[config.mk]
export PLATFORM = sky130hd
export DESIGN_NAME = bsc_mmu_dcache_arbiter
export DESIGN_NICKNAME = d
export VERILOG_FILES = /design/src/rtl/bsc_mmu_dcache_arbiter.sv
export SDC_FILE = /design/constraint.sdc
export NUM_CORES = 1
export LEC_CHECK = 0
export CORE_AREA = 3 3 208 210
export DETAILED_ROUTE_END_ITERATION = 16
export DIE_AREA = 0 0 211 213
export GPL_TIMING_DRIVEN = 0
export SYNTH_ARGS = -nofsm -noshare
export SYNTH_HDL_FRONTEND = slang
export SYNTH_SLANG_ARGS = --single-unit
[constraint.sdc]
create_clock -name clk_i -period 4.9 [get_ports clk_i]
set_clock_uncertainty 0.1 [all_clocks]
set_input_delay 1.47 -clock clk_i [delete_from_list [all_inputs] [get_ports clk_i]]
set_output_delay 1.47 -clock clk_i [all_outputs]
set_load 0.005 [all_outputs]
[src/rtl/bsc_mmu_dcache_arbiter.sv]
// ---------------------------------------------------------------------------
// bsc_mmu_dcache_arbiter
//
// Shares the single MMU-to-dCache request port between two page-table-walk
// requesters (0 = data-side PTW, 1 = instruction-side PTW). Round-robin
// arbitration with exactly one transaction in flight. The winning request is
// latched so the dCache adapter sees stable fields until the response. The
// selected response word goes back only to the requester that owns the
// transaction.
//
// Ports:
//   clk_i, rst_i          clock, asynchronous active-high reset
//   flush_i               drop any pending / in-flight transaction
//   req_valid_i/ready_o   per-requester handshake (ready one-hot or zero)
//   req_addr/cmd/typ/data per-requester request fields
//   rsp_valid_o           per-requester one-cycle response pulse
//   rsp_data_o            shared response word (0 when no response)
//   dc_req_*              latched request toward the dCache adapter
//   dc_rsp_valid_i/rdata  dCache response line
//   busy_o                FSM not in IDLE
// ---------------------------------------------------------------------------
module bsc_mmu_dcache_arbiter #(
    parameter int ADDR_W       = 40,
    parameter int DATA_W       = 64,
    parameter int LINE_WORDS   = 2,
    parameter int WORD_IDX_LSB = 3
) (
    input  logic                         clk_i,
    input  logic                         rst_i,
    input  logic                         flush_i,
    input  logic [1:0]                   req_valid_i,
    output logic [1:0]                   req_ready_o,
    input  logic [1:0][ADDR_W-1:0]       req_addr_i,
    input  logic [1:0][4:0]              req_cmd_i,
    input  logic [1:0][2:0]              req_typ_i,
    input  logic [1:0][DATA_W-1:0]       req_data_i,
    output logic [1:0]                   rsp_valid_o,
    output logic [DATA_W-1:0]            rsp_data_o,
    output logic                         dc_req_valid_o,
    input  logic                         dc_req_ready_i,
    output logic [ADDR_W-1:0]            dc_req_addr_o,
    output logic [4:0]                   dc_req_cmd_o,
    output logic [2:0]                   dc_req_typ_o,
    output logic [DATA_W-1:0]            dc_req_data_o,
    input  logic                         dc_rsp_valid_i,
    input  logic [LINE_WORDS*DATA_W-1:0] dc_rsp_rdata_i,
    output logic                         busy_o
);

    // Keep the index at least one bit wide so a single-word line still
    // elaborates; the word mux below falls back to word 0.
    localparam int IDX_W = (LINE_WORDS > 1) ? $clog2(LINE_WORDS) : 1;

    typedef enum logic [1:0] {
        S_IDLE,
        S_ISSUE,
        S_WAIT,
        S_DRAIN
    } state_e;

    state_e              state_q, state_d;
    logic                last_q, last_d;    // last granted requester
    logic                owner_q, owner_d;  // owner of the in-flight txn
    logic [ADDR_W-1:0]   addr_q, addr_d;
    logic [4:0]          cmd_q, cmd_d;
    logic [2:0]          typ_q, typ_d;
    logic [DATA_W-1:0]   data_q, data_d;

    logic                win;
    logic                take;
    logic                deliver;
    logic [1:0]          grant;
    logic [IDX_W-1:0]    idx;
    logic [DATA_W-1:0]   sel_word;

    // Both valid: pick the one not granted last time. Otherwise the only
    // valid requester wins regardless of the pointer.
    always_comb begin
        if (req_valid_i[0] && req_valid_i[1]) win = ~last_q;
        else                                  win = req_valid_i[1];
    end

    // -----------------------------------------------------------------------
    // Next-state / output decode
    // -----------------------------------------------------------------------
    always_comb begin
        state_d = state_q;
        last_d  = last_q;
        grant   = 2'b00;
        take    = 1'b0;
        deliver = 1'b0;

        case (state_q)
            S_IDLE: begin
                // Ready is only ever raised toward a valid requester, so
                // raising it is the handshake.
                if (!flush_i && (|req_valid_i)) begin
                    grant[win] = 1'b1;
                    take       = 1'b1;
                    last_d     = win;
                    state_d    = S_ISSUE;
                end
            end
            S_ISSUE: begin
                if (dc_req_ready_i) begin
                    if (dc_rsp_valid_i) begin
                        // Response in the handshake cycle: complete now,
                        // swallowed if a flush coincides.
                        deliver = ~flush_i;
                        state_d = S_IDLE;
                    end else begin
                        state_d = flush_i ? S_DRAIN : S_WAIT;
                    end
                end else if (flush_i) begin
                    // Not yet accepted downstream: safe to just drop it.
                    state_d = S_IDLE;
                end
            end
            S_WAIT: begin
                if (dc_rsp_valid_i) begin
                    deliver = ~flush_i;
                    state_d = S_IDLE;
                end else if (flush_i) begin
                    state_d = S_DRAIN;
                end
            end
            S_DRAIN: begin
                // The adapter still owes a response; eat it silently.
                if (dc_rsp_valid_i) state_d = S_IDLE;
            end
            default: state_d = S_IDLE;
        endcase
    end

    // Request latch
    always_comb begin
        owner_d = owner_q;
        addr_d  = addr_q;
        cmd_d   = cmd_q;
        typ_d   = typ_q;
        data_d  = data_q;
        if (take) begin
            owner_d = win;
            addr_d  = req_addr_i[win];
            cmd_d   = req_cmd_i[win];
            typ_d   = req_typ_i[win];
            data_d  = req_data_i[win];
        end
    end

    // Response word select uses the latched address only.
    assign idx = addr_q[WORD_IDX_LSB +: IDX_W];

    always_comb begin
        sel_word = dc_rsp_rdata_i[DATA_W-1:0];
        for (int w = 0; w < LINE_WORDS; w++) begin
            if (idx == IDX_W'(w)) sel_word = dc_rsp_rdata_i[w*DATA_W +: DATA_W];
        end
    end

    always_comb begin
        rsp_valid_o = 2'b00;
        rsp_data_o  = '0;
        if (deliver) begin
            rsp_valid_o[owner_q] = 1'b1;
            rsp_data_o           = sel_word;
        end
    end

    assign req_ready_o    = grant;
    assign dc_req_valid_o = (state_q == S_ISSUE);
    assign busy_o         = (state_q != S_IDLE);
    assign dc_req_addr_o  = addr_q;
    assign dc_req_cmd_o   = cmd_q;
    assign dc_req_typ_o   = typ_q;
    assign dc_req_data_o  = data_q;

    // -----------------------------------------------------------------------
    // State registers
    // -----------------------------------------------------------------------
    // last_q resets to 1 so requester 0 wins the first contended grant.
    always_ff @(posedge clk_i or posedge rst_i) begin
        if (rst_i) begin
            state_q <= S_IDLE;
            last_q  <= 1'b1;
            owner_q <= 1'b0;
            addr_q  <= '0;
            cmd_q   <= '0;
            typ_q   <= '0;
            data_q  <= '0;
        end else begin
            state_q <= state_d;
            last_q  <= last_d;
            owner_q <= owner_d;
            addr_q  <= addr_d;
            cmd_q   <= cmd_d;
            typ_q   <= typ_d;
            data_q  <= data_d;
        end
    end

endmodule
### Word-level counts from Yosys, hierarchy flattened

Index checks and enable logic that the tools add are counted.

* bits in registers: 116
* output and inout port bits: 182
* word-level logic and storage cells: 62

* reductions and logical operators: 10
* magnitude comparators: 4
* equality and inequality tests: 7
* bitwise gates (word level): 2
* muxes and demuxes: 32

Operators by type and width (count)
* two-way mux 64 bit: 4
* two-way mux 40 bit: 2
* two-way mux 2 bit: 10
* two-way mux 5 bit: 2
* two-way mux 1 bit: 8
* case mux 2 bit (4 select lines): 1
* two-way mux 3 bit: 2
* equality test 2 bit, second input constant: 2
* logical AND 1 bit: 4
* < comparator 1 x 2 -> 1 bit, second input constant: 2
* inequality test 2 bit, second input constant: 2
* AND reduction 4 bit: 1
* inequality test 3 x 2 -> 1 bit, second input constant: 1
* inequality test 3 bit, second input constant: 1
* demux 1 bit (select 1 bit): 2
* equality test 2 x 1 -> 1 bit, second input constant: 1
* greater-or-equal comparator 1 bit, second input constant: 2
* zero test 2 bit: 1
* inverter 1 bit: 2
* case mux 1 bit (2 select lines): 1
* AND reduction 2 bit: 1
* nonzero test 2 bit: 1
* OR reduction 2 bit: 1
* zero test 1 bit: 1

### Logic depth before layout (Yosys ltp)

Gate-level depths: netlist of run 1.

* word-level depth: 8
* depth in mapped cells: 8

### Least setup slack after synthesis of run 1

OpenSTA, ideal clock, no wires.

* kind: input port to output port
* from: input dc_req_ready_i
* to: output rsp_data_o[35]
* path buffers: 2
* path slack: 1.068 ns
* stages: 5
* data arrival time: 2.262 ns
* path through: a21oi_1 > nand4b_1 > buf_2 > buf_1 > nor2_1

* longest elaborated chain between the ends: 3

RTL lines
* start, declared: RTL line 40 `input logic dc_req_ready_i,`
* two-way mux 1 bit: RTL line 105 `if (dc_req_ready_i) begin`
* case mux 1 bit (2 select lines): RTL line 93 `case (state_q)`
* two-way mux 64 bit: RTL line 164 `if (deliver) begin`
* end, declared: RTL line 38 `output logic [DATA_W-1:0] rsp_data_o,`

Every way passes these cells.

### Worst setup path in the final report of run 1

* from: input flush_i
* to: output rsp_data_o[31]

* longest elaborated chain between the ends: 5

RTL lines
* start, declared: RTL line 30 `input logic flush_i,`
* inverter 1 bit *: RTL line 109, 121
* two-way mux 1 bit *: RTL line 106, 120
* two-way mux 1 bit: RTL line 105
* case mux 1 bit (2 select lines) *: RTL line 93
* two-way mux 64 bit *: RTL line 164

Mark *: on every way between the ends. The rest lies on a longest branch, timed or not.

==> flow_metrics.py, run 1 <==
metrics = {
    "setup_path": {
        "path_cells": "dlygate4sd2_1 > inv_1 > nand4b_1 > buf_6 > buf_2 > nor2_1 > clkdlybuf4s50_1",
        "slowest_delay_ns": 0.53,
        "arrival_ns": 3.21,
        "cp-end-kind": "output port",
        "cp.required_ns": 3.33,
        "worstRegToRegCells": 9,
        "reg2reg_slack_ns": 2.43,
        "startpoint": "flush_i",
        "r2r-start": "state_q[0]",
        "r2r-end": "dc_req_addr_o[10]",
        "critPathMaxFanout": 10,
        "crit_slowest_cell": "clkdlybuf4s50_1",
        "start_kind": "input pin",
        "criticalPathCategory": "input pin to output port",
        "critPathCapture": "rsp_data_o[31]",
    },
    "min_path": {
        "min_path_type": "flop to flop",
    },
    "detailed_routing": {
        "wirelength_mm": 34.09,
        "vias": 6906,
        "viasPerCell": 4.125,
        "drc_errors": 0,
        "wl_per_cell_um": 20.36,
        "ant_nets": 0,
        "dr.pass1.iters": 4,
        "drt_iter0_markers": 346,
    },
    "global_routing": {
        "grt_pass1_wl_mm": 47.71,
        "grt_pass1_vias": 7383,
        "antenna_found_initial": 0,
        "grt.overflow.total": 0,
        "track_usage": 0.1448,
        "grt_start_max_net_pins": 60,
    },
    "cts": {
        "clk_latency_ns": 0.43,
        "ctsHoldBuffers": 0,
        "clockRootBuffer": "clkbuf_16",
        "cts_tree": "yes",
        "clk_path_buf_depth": 2,
        "cts-buffers-inserted": 17,
        "clk_pin_slew_ns": 0.05,
        "htree_levels": 4,
        "clock_sinks": 116,
    },
    "pwr": {
        "power_uw": 6042,
        "leakagePower_uw": 0.005286,
        "power_density_mw_per_mm2": 468.7,
        "peakVddDrop_uv": 207.3,
    },
    "timing": {
        "drv_slew": 0,
        "hold_ws_ns": 0.4332,
        "hold_violations": 0,
        "setup_tns_ns": 0,
        "setup_ws_ns": 0.1244,
        "fin_crit_ns": 4.776,
        "slew_headroom": 0.5568,
        "clock.fmax_mhz": 209.4,
        "rsz0062_at_grt": "false",
        "tightestPinTransition_ns": 0.6648,
        "period_share": 0.9746,
        "setup_viol": 0,
    },
    "yosys": {
        "netlist_instances": 558,
        "yosys.area_share.simple": 0.1677,
        "synth_compound_area_frac": 0.1962,
        "muxShareOfSynthArea": 0.1047,
        "seq_area_frac_synth": 0.4747,
        "ys_ff_latch": 116,
        "synth_xor_area_frac": 0,
        "yosys_warnings": 0,
        "syn_avg_cell_area_um2": 10.96,
        "synthAdderAreaFrac": 0.008182,
        "syn-cell-area_mm2": 0.006117,
        "syn-num-nets": 921,
        "synth_top_family_by_area": "compound AO/OA/AOI/OAI gates",
        "synth.distinct_cells": 25,
    },
    "final_layout": {
        "nNetsFinal": 1485,
        "seqCellArea_mm2": 0.002904,
        "drive_gt1_frac": 0.07577,
        "fin_util": 0.3086,
        "nFillCells": 4334,
        "antennaDiodeCount": 0,
        "multiInputGateArea_mm2": 0.002932,
        "areaGrowthSynthToFinish_pct": 110.7,
    },
    "placement": {
        "place.gp.congestion": 0.7755,
        "pre_cts_ws_ns": -0.7073,
        "dp_hpwl_mm": 27.25,
        "portBuffers": 540,
    },
    "outcome": {
        "status": "complete, no violations",
    },
    "die": {
        "num_io_pins": 541,
        "die_h_um": 213,
        "core_mm2": 0.04176,
        "fp.dieArea_mm2": 0.04494,
        "start_util": 0.1465,
        "fp-row-count": 75,
        "die-width_um": 211,
    },
    "run": {
        "drv_cap": 0,
    },
}
## sequential cells by signal, summed over array words and instances (netlist names)
name           cells
dc_req_addr_o     40
dc_req_cmd_o       5
dc_req_data_o     64
dc_req_typ_o       3
last_q             1
owner_q            1
state_q            2
## placed cells by master, fill, tap and decap left out, drive strengths merged
cell type and count:
clkinvlp 1, mux2i 64, nor2 72, dlymetal6s2s 1, inv 7, a221o 112, dfstp 1, bufinv 2
a2bb2oi 1, nand4b 1, a31oi 1, ha 4, o211ai 1, dlygate4sd2 5, nand2 5, o21ai 4
nor3 2, nor2b 113, a21oi 4, dfrtp 115, clkdlybuf4s50 534, buf 50, clkinv 4, clkbuf 30
a22o 1
## final cells by class
cell class,count,share of cell area
repair buffers,545,0.4236
multi-input cells,385,0.2275
flip-flops and latches,116,0.2253
well taps,539,0.05233
clock buffers,25,0.03922
plain buffers,50,0.02233
clock inverters,7,0.007378
inverters,7,0.002427
## report_power, final
part           internal [µW]  leakage, µW  total [µW]  switching [µW]
clock                    816     0.000293        1300             487
sequential              1410      0.00144        1670             253
combinational           1860      0.00355        3070            1210
## cells in the mapped netlist (all sizes together)
master | number | area (µm²)
dfstp | 1 | 26.28
buf | 45 | 251.5
inv | 7 | 26.27
a2bb2oi | 1 | 8.760
ha | 4 | 50.05
a221o | 112 | 1121
mux2i | 64 | 640.6
clkbuf | 5 | 18.77
o211ai | 1 | 7.510
a21oi | 4 | 27.53
o21ai | 4 | 20.02
nor2b | 113 | 706.9
a22o | 1 | 8.760
nand4b | 1 | 8.760
a31oi | 1 | 6.260
nor2 | 72 | 270.3
dfrtp | 115 | 2878
nor3 | 2 | 21.27
nand2 | 5 | 18.77
## per-layer routing
| metal | share of wire | track usage | vias up |
|---|---|---|---|
| met5 | 0 | 0 | - |
| met1 | 0.40 | 0.1698 | 3346 |
| met3 | 0.079 | 0.04525 | 37 |
| met2 | 0.50 | 0.2519 | 328 |
| met4 | 0.022 | 0.04896 | 0 |
| li1 | - | - | 3195 |
## worst min path at each step
stage,slack (ns),endpoint,cells after the start,startpoint
after floorplan,0.39,owner_q,2,owner_q
after global placement,0.42,last_q,2,last_q
after detailed placement,0.42,last_q,2,last_q
after CTS,0.44,last_q,2,last_q
after global routing,0.47,last_q,2,last_q
final,0.43,last_q,2,last_q
## through the flow
stage	std cells	area [µm²]
3_5_place_dp	1638	12230
2_1_floorplan	558	6117
6_report	1674	12890
4_1_cts	1674	12890
3_3_place_gp	1637	12200
5_1_grt	1674	12890
## worst max-delay path, delay by kind of cell
family | cells | cell delay [ns]
buf+inv | 5 | 1.36
simple gates | 2 | 0.38
## repair_timing
action	CTS	global route
gates resized for setup	14	1
setup buffers	4	0
pin swaps	1	1
endpoints found under the setup margin	65	1
## logic make-up (layout without fill, tap and decap cells)
group | Yosys count | count (layout)
compound gates | 124 | 124
buf+inv | 57 | 634
mux | 64 | 64
flops | 116 | 116
fa+ha+maj | 4 | 4
simple gates | 193 | 193
No activity file was read; power rests on OpenSTA's default activity.
==> run 2, diff against run 1 <==
--- a/config.mk
+++ b/config.mk
@@ -5,10 +5,13 @@
 export SDC_FILE = /design/constraint.sdc
 export NUM_CORES = 1
 export LEC_CHECK = 0
-export CORE_AREA = 3 3 208 210
+export CELL_PAD_IN_SITES_DETAIL_PLACEMENT = 1
+export CELL_PAD_IN_SITES_GLOBAL_PLACEMENT = 1
+export CORE_AREA = 3 3 210 212
 export DETAILED_ROUTE_END_ITERATION = 16
-export DIE_AREA = 0 0 211 213
+export DIE_AREA = 0 0 213 215
 export GPL_TIMING_DRIVEN = 0
+export PLACE_DENSITY_LB_ADDON = 0.1
 export SYNTH_ARGS = -nofsm -noshare
 export SYNTH_HDL_FRONTEND = slang
 export SYNTH_SLANG_ARGS = --single-unit
==> flow_metrics.py, run 2 (synthesis results as in run 1) <==
metrics = {
    "timing": {
        "drv_slew": 0,
        "period_share": 0.9739,
        "fin_crit_ns": 4.772,
        "tightestPinTransition_ns": 0.5818,
        "setup_viol": 0,
        "hold_violations": 0,
        "setup_tns_ns": 0,
        "rsz0062_at_grt": "false",
        "clock.fmax_mhz": 209.5,
        "setup_ws_ns": 0.1278,
        "slew_headroom": 0.6011,
    },
    "setup_path": {
        "critPathBufInv": 4,
        "cp.required_ns": 3.33,
        "worstRegToRegCells": 8,
        "path_cells": "dlygate4sd2_1 > a21oi_1 > nand4b_1 > buf_6 > buf_4 > nor2_2 > clkdlybuf4s50_1",
        "start_kind": "input pin",
        "critPathMaxFanout": 10,
        "arrival_ns": 3.20,
        "slowest_delay_ns": 0.54,
        "reg2reg_slack_ns": 2.53,
        "r2r-start": "state_q[0]",
        "cp-end-kind": "output port",
        "criticalPathCategory": "input pin to output port",
        "critPathTopFamily": "buffers and inverters",
        "crit_slowest_cell": "clkdlybuf4s50_1",
        "r2r-end": "dc_req_addr_o[1]",
    },
    "die": {
        "core_mm2": 0.04213,
        "fp.dieArea_mm2": 0.04580,
        "num_io_pins": 541,
        "die-width_um": 213,
        "start_util": 0.1452,
        "fp-row-count": 75,
        "die_h_um": 215,
    },
    "detailed_routing": {
        "ant_nets": 0,
        "viasPerCell": 4.167,
        "drt_iter0_markers": 291,
        "wirelength_mm": 40.62,
        "drc_errors": 0,
        "vias": 6979,
        "wl_per_cell_um": 24.25,
        "dr.pass1.iters": 4,
    },
    "final_layout": {
        "areaGrowthSynthToFinish_pct": 110.9,
        "stdcell_count": 1675,
        "mostFrequentLayoutCell": "clkdlybuf4s50_1",
        "layout_common_cells": "524 x clkdlybuf4s50_1, 115 x dfrtp_1, 112 x nor2b_1, 112 x a221o_1, 64 x mux2i_1",
        "largest_register_ffs": 64,
        "nNetsFinal": 1484,
        "drive_gt1_frac": 0.08466,
        "nFillCells": 4772,
    },
    "cts": {
        "htree_levels": 4,
        "clk_path_buf_depth": 2,
        "clockRootBuffer": "clkbuf_16",
        "clock_sinks": 116,
        "cts-buffers-inserted": 17,
        "clk_latency_ns": 0.43,
        "ctsHoldBuffers": 0,
        "clk_pin_slew_ns": 0.05,
        "cts_tree": "yes",
    },
    "global_routing": {
        "use_met3": 0.08065,
        "grt_start_max_net_pins": 66,
        "use_met2": 0.3224,
        "grt_pass1_wl_mm": 56.58,
        "grt.overflow.total": 0,
        "track_usage": 0.1724,
        "antenna_found_initial": 8,
        "met1_usage": 0.1661,
        "grt.busiest_layer": "met2",
        "grt_pass1_vias": 7868,
    },
    "min_path": {
        "whs_endpoint": "last_q",
        "min_path_type": "flop to flop",
        "min_path_cells": 2,
        "holdCritStartpoint": "last_q",
    },
    "placement": {
        "portBuffers": 540,
        "pre_cts_ws_ns": -0.4019,
        "dp_cells": 1638,
        "place.gp.congestion": 0.7799,
        "dp_hpwl_mm": 33.29,
    },
    "pwr": {
        "leakagePower_uw": 0.005464,
        "peakVddDrop_uv": 219.3,
        "power_density_mw_per_mm2": 469.7,
    },
    "outcome": {
        "status": "complete, no violations",
    },
    "run": {
        "drv_cap": 0,
    },
}
==> run 2: changes by cell type in the layout (fill, tap and decap cells not counted), sizes merged <==
cell / before / now
buf: 50 / 48
clkbuf: 30 / 29
clkdlybuf4s50: 534 / 524
clkinv: 4 / 7
diode: 0 / 2
dlygate4sd2: 5 / 3
dlymetal6s2s: 1 / 12
==> run 2: cell type report <==
type                            count  area, µm²  share of cell area
Clock buffer                       22      464.2             0.03598
Antenna cell                        2      5.005           0.0003880
Buffer                             50      286.5             0.02221
Sequential cell                   116       2904              0.2251
Timing Repair Buffer              544       5474              0.4243
Inverter                            7      31.28            0.002425
Multi-Input combinational cell    385       2954              0.2290
Clock inverter                     10      106.4            0.008244
Tap cell                          539      674.4             0.05228
==> run 2: worst reg2reg max path, delay by kind of cell, from the launching register on <==
family	cells	cell delay [ns]
flops	1	0.40
buf+inv	3	0.80
fa+ha+maj	1	0.25
simple gates	2	0.30
compound gates	2	0.47
==> run 2: worst max-delay path by stage <==
stage	slack, ns	start	end	cells past startpoint
2_1_floorplan	0.26	rst_i	dc_req_addr_o[0]	1
3_3_place_gp	-2.36	rst_i	dc_req_addr_o[7]	2
3_5_place_dp	-0.40	flush_i	rsp_data_o[44]	7
4_1_cts	0.03	flush_i	req_ready_o[1]	6
5_1_grt	0.01	dc_req_ready_i	rsp_data_o[52]	7
6_report	0.13	dc_req_ready_i	rsp_data_o[42]	7
==> run 2: report_power, final <==
| part | internal [µW] | switching [µW] | total [µW] | leakage (µW) |
|---|---|---|---|---|
| sequential | 1410 | 240 | 1650 | 0.00144 |
| clock | 770 | 496 | 1270 | 0.000283 |
| combinational | 1860 | 1280 | 3140 | 0.00374 |
==> run 2: routing by layer <==
metal | up-vias | routed length, µm | part of all wire
li1 | 3194 | - | -
met1 | 3390 | 13780 | 0.34
met2 | 340 | 21280 | 0.52
met3 | 43 | 4575 | 0.11
met4 | 12 | 906 | 0.022
met5 | - | 77 | 0.0019
==> run 2: stage by stage <==
step           hold slack (ns)    util  power [µW]  cell area (µm²)
6_report                0.4183  0.3062        6060            12900
5_1_grt                 0.4874  0.3061        6477            12900
4_1_cts                 0.4309  0.3051        6202            12860
3_5_place_dp            0.4212  0.2902        4847            12230
3_3_place_gp            0.4076  0.2895        4860            12200
2_1_floorplan           0.3892       -        2976             6117
==> run 2: repair_timing <==
| item | 4_1_cts | 5_1_grt |
|---|---|---|
| setup endpoints to repair | 65 | 20 |
| cloned | 1 | 0 |
| setup buffers | 2 | 0 |
| resized for setup | 18 | 19 |
| pin swaps | 1 | 1 |
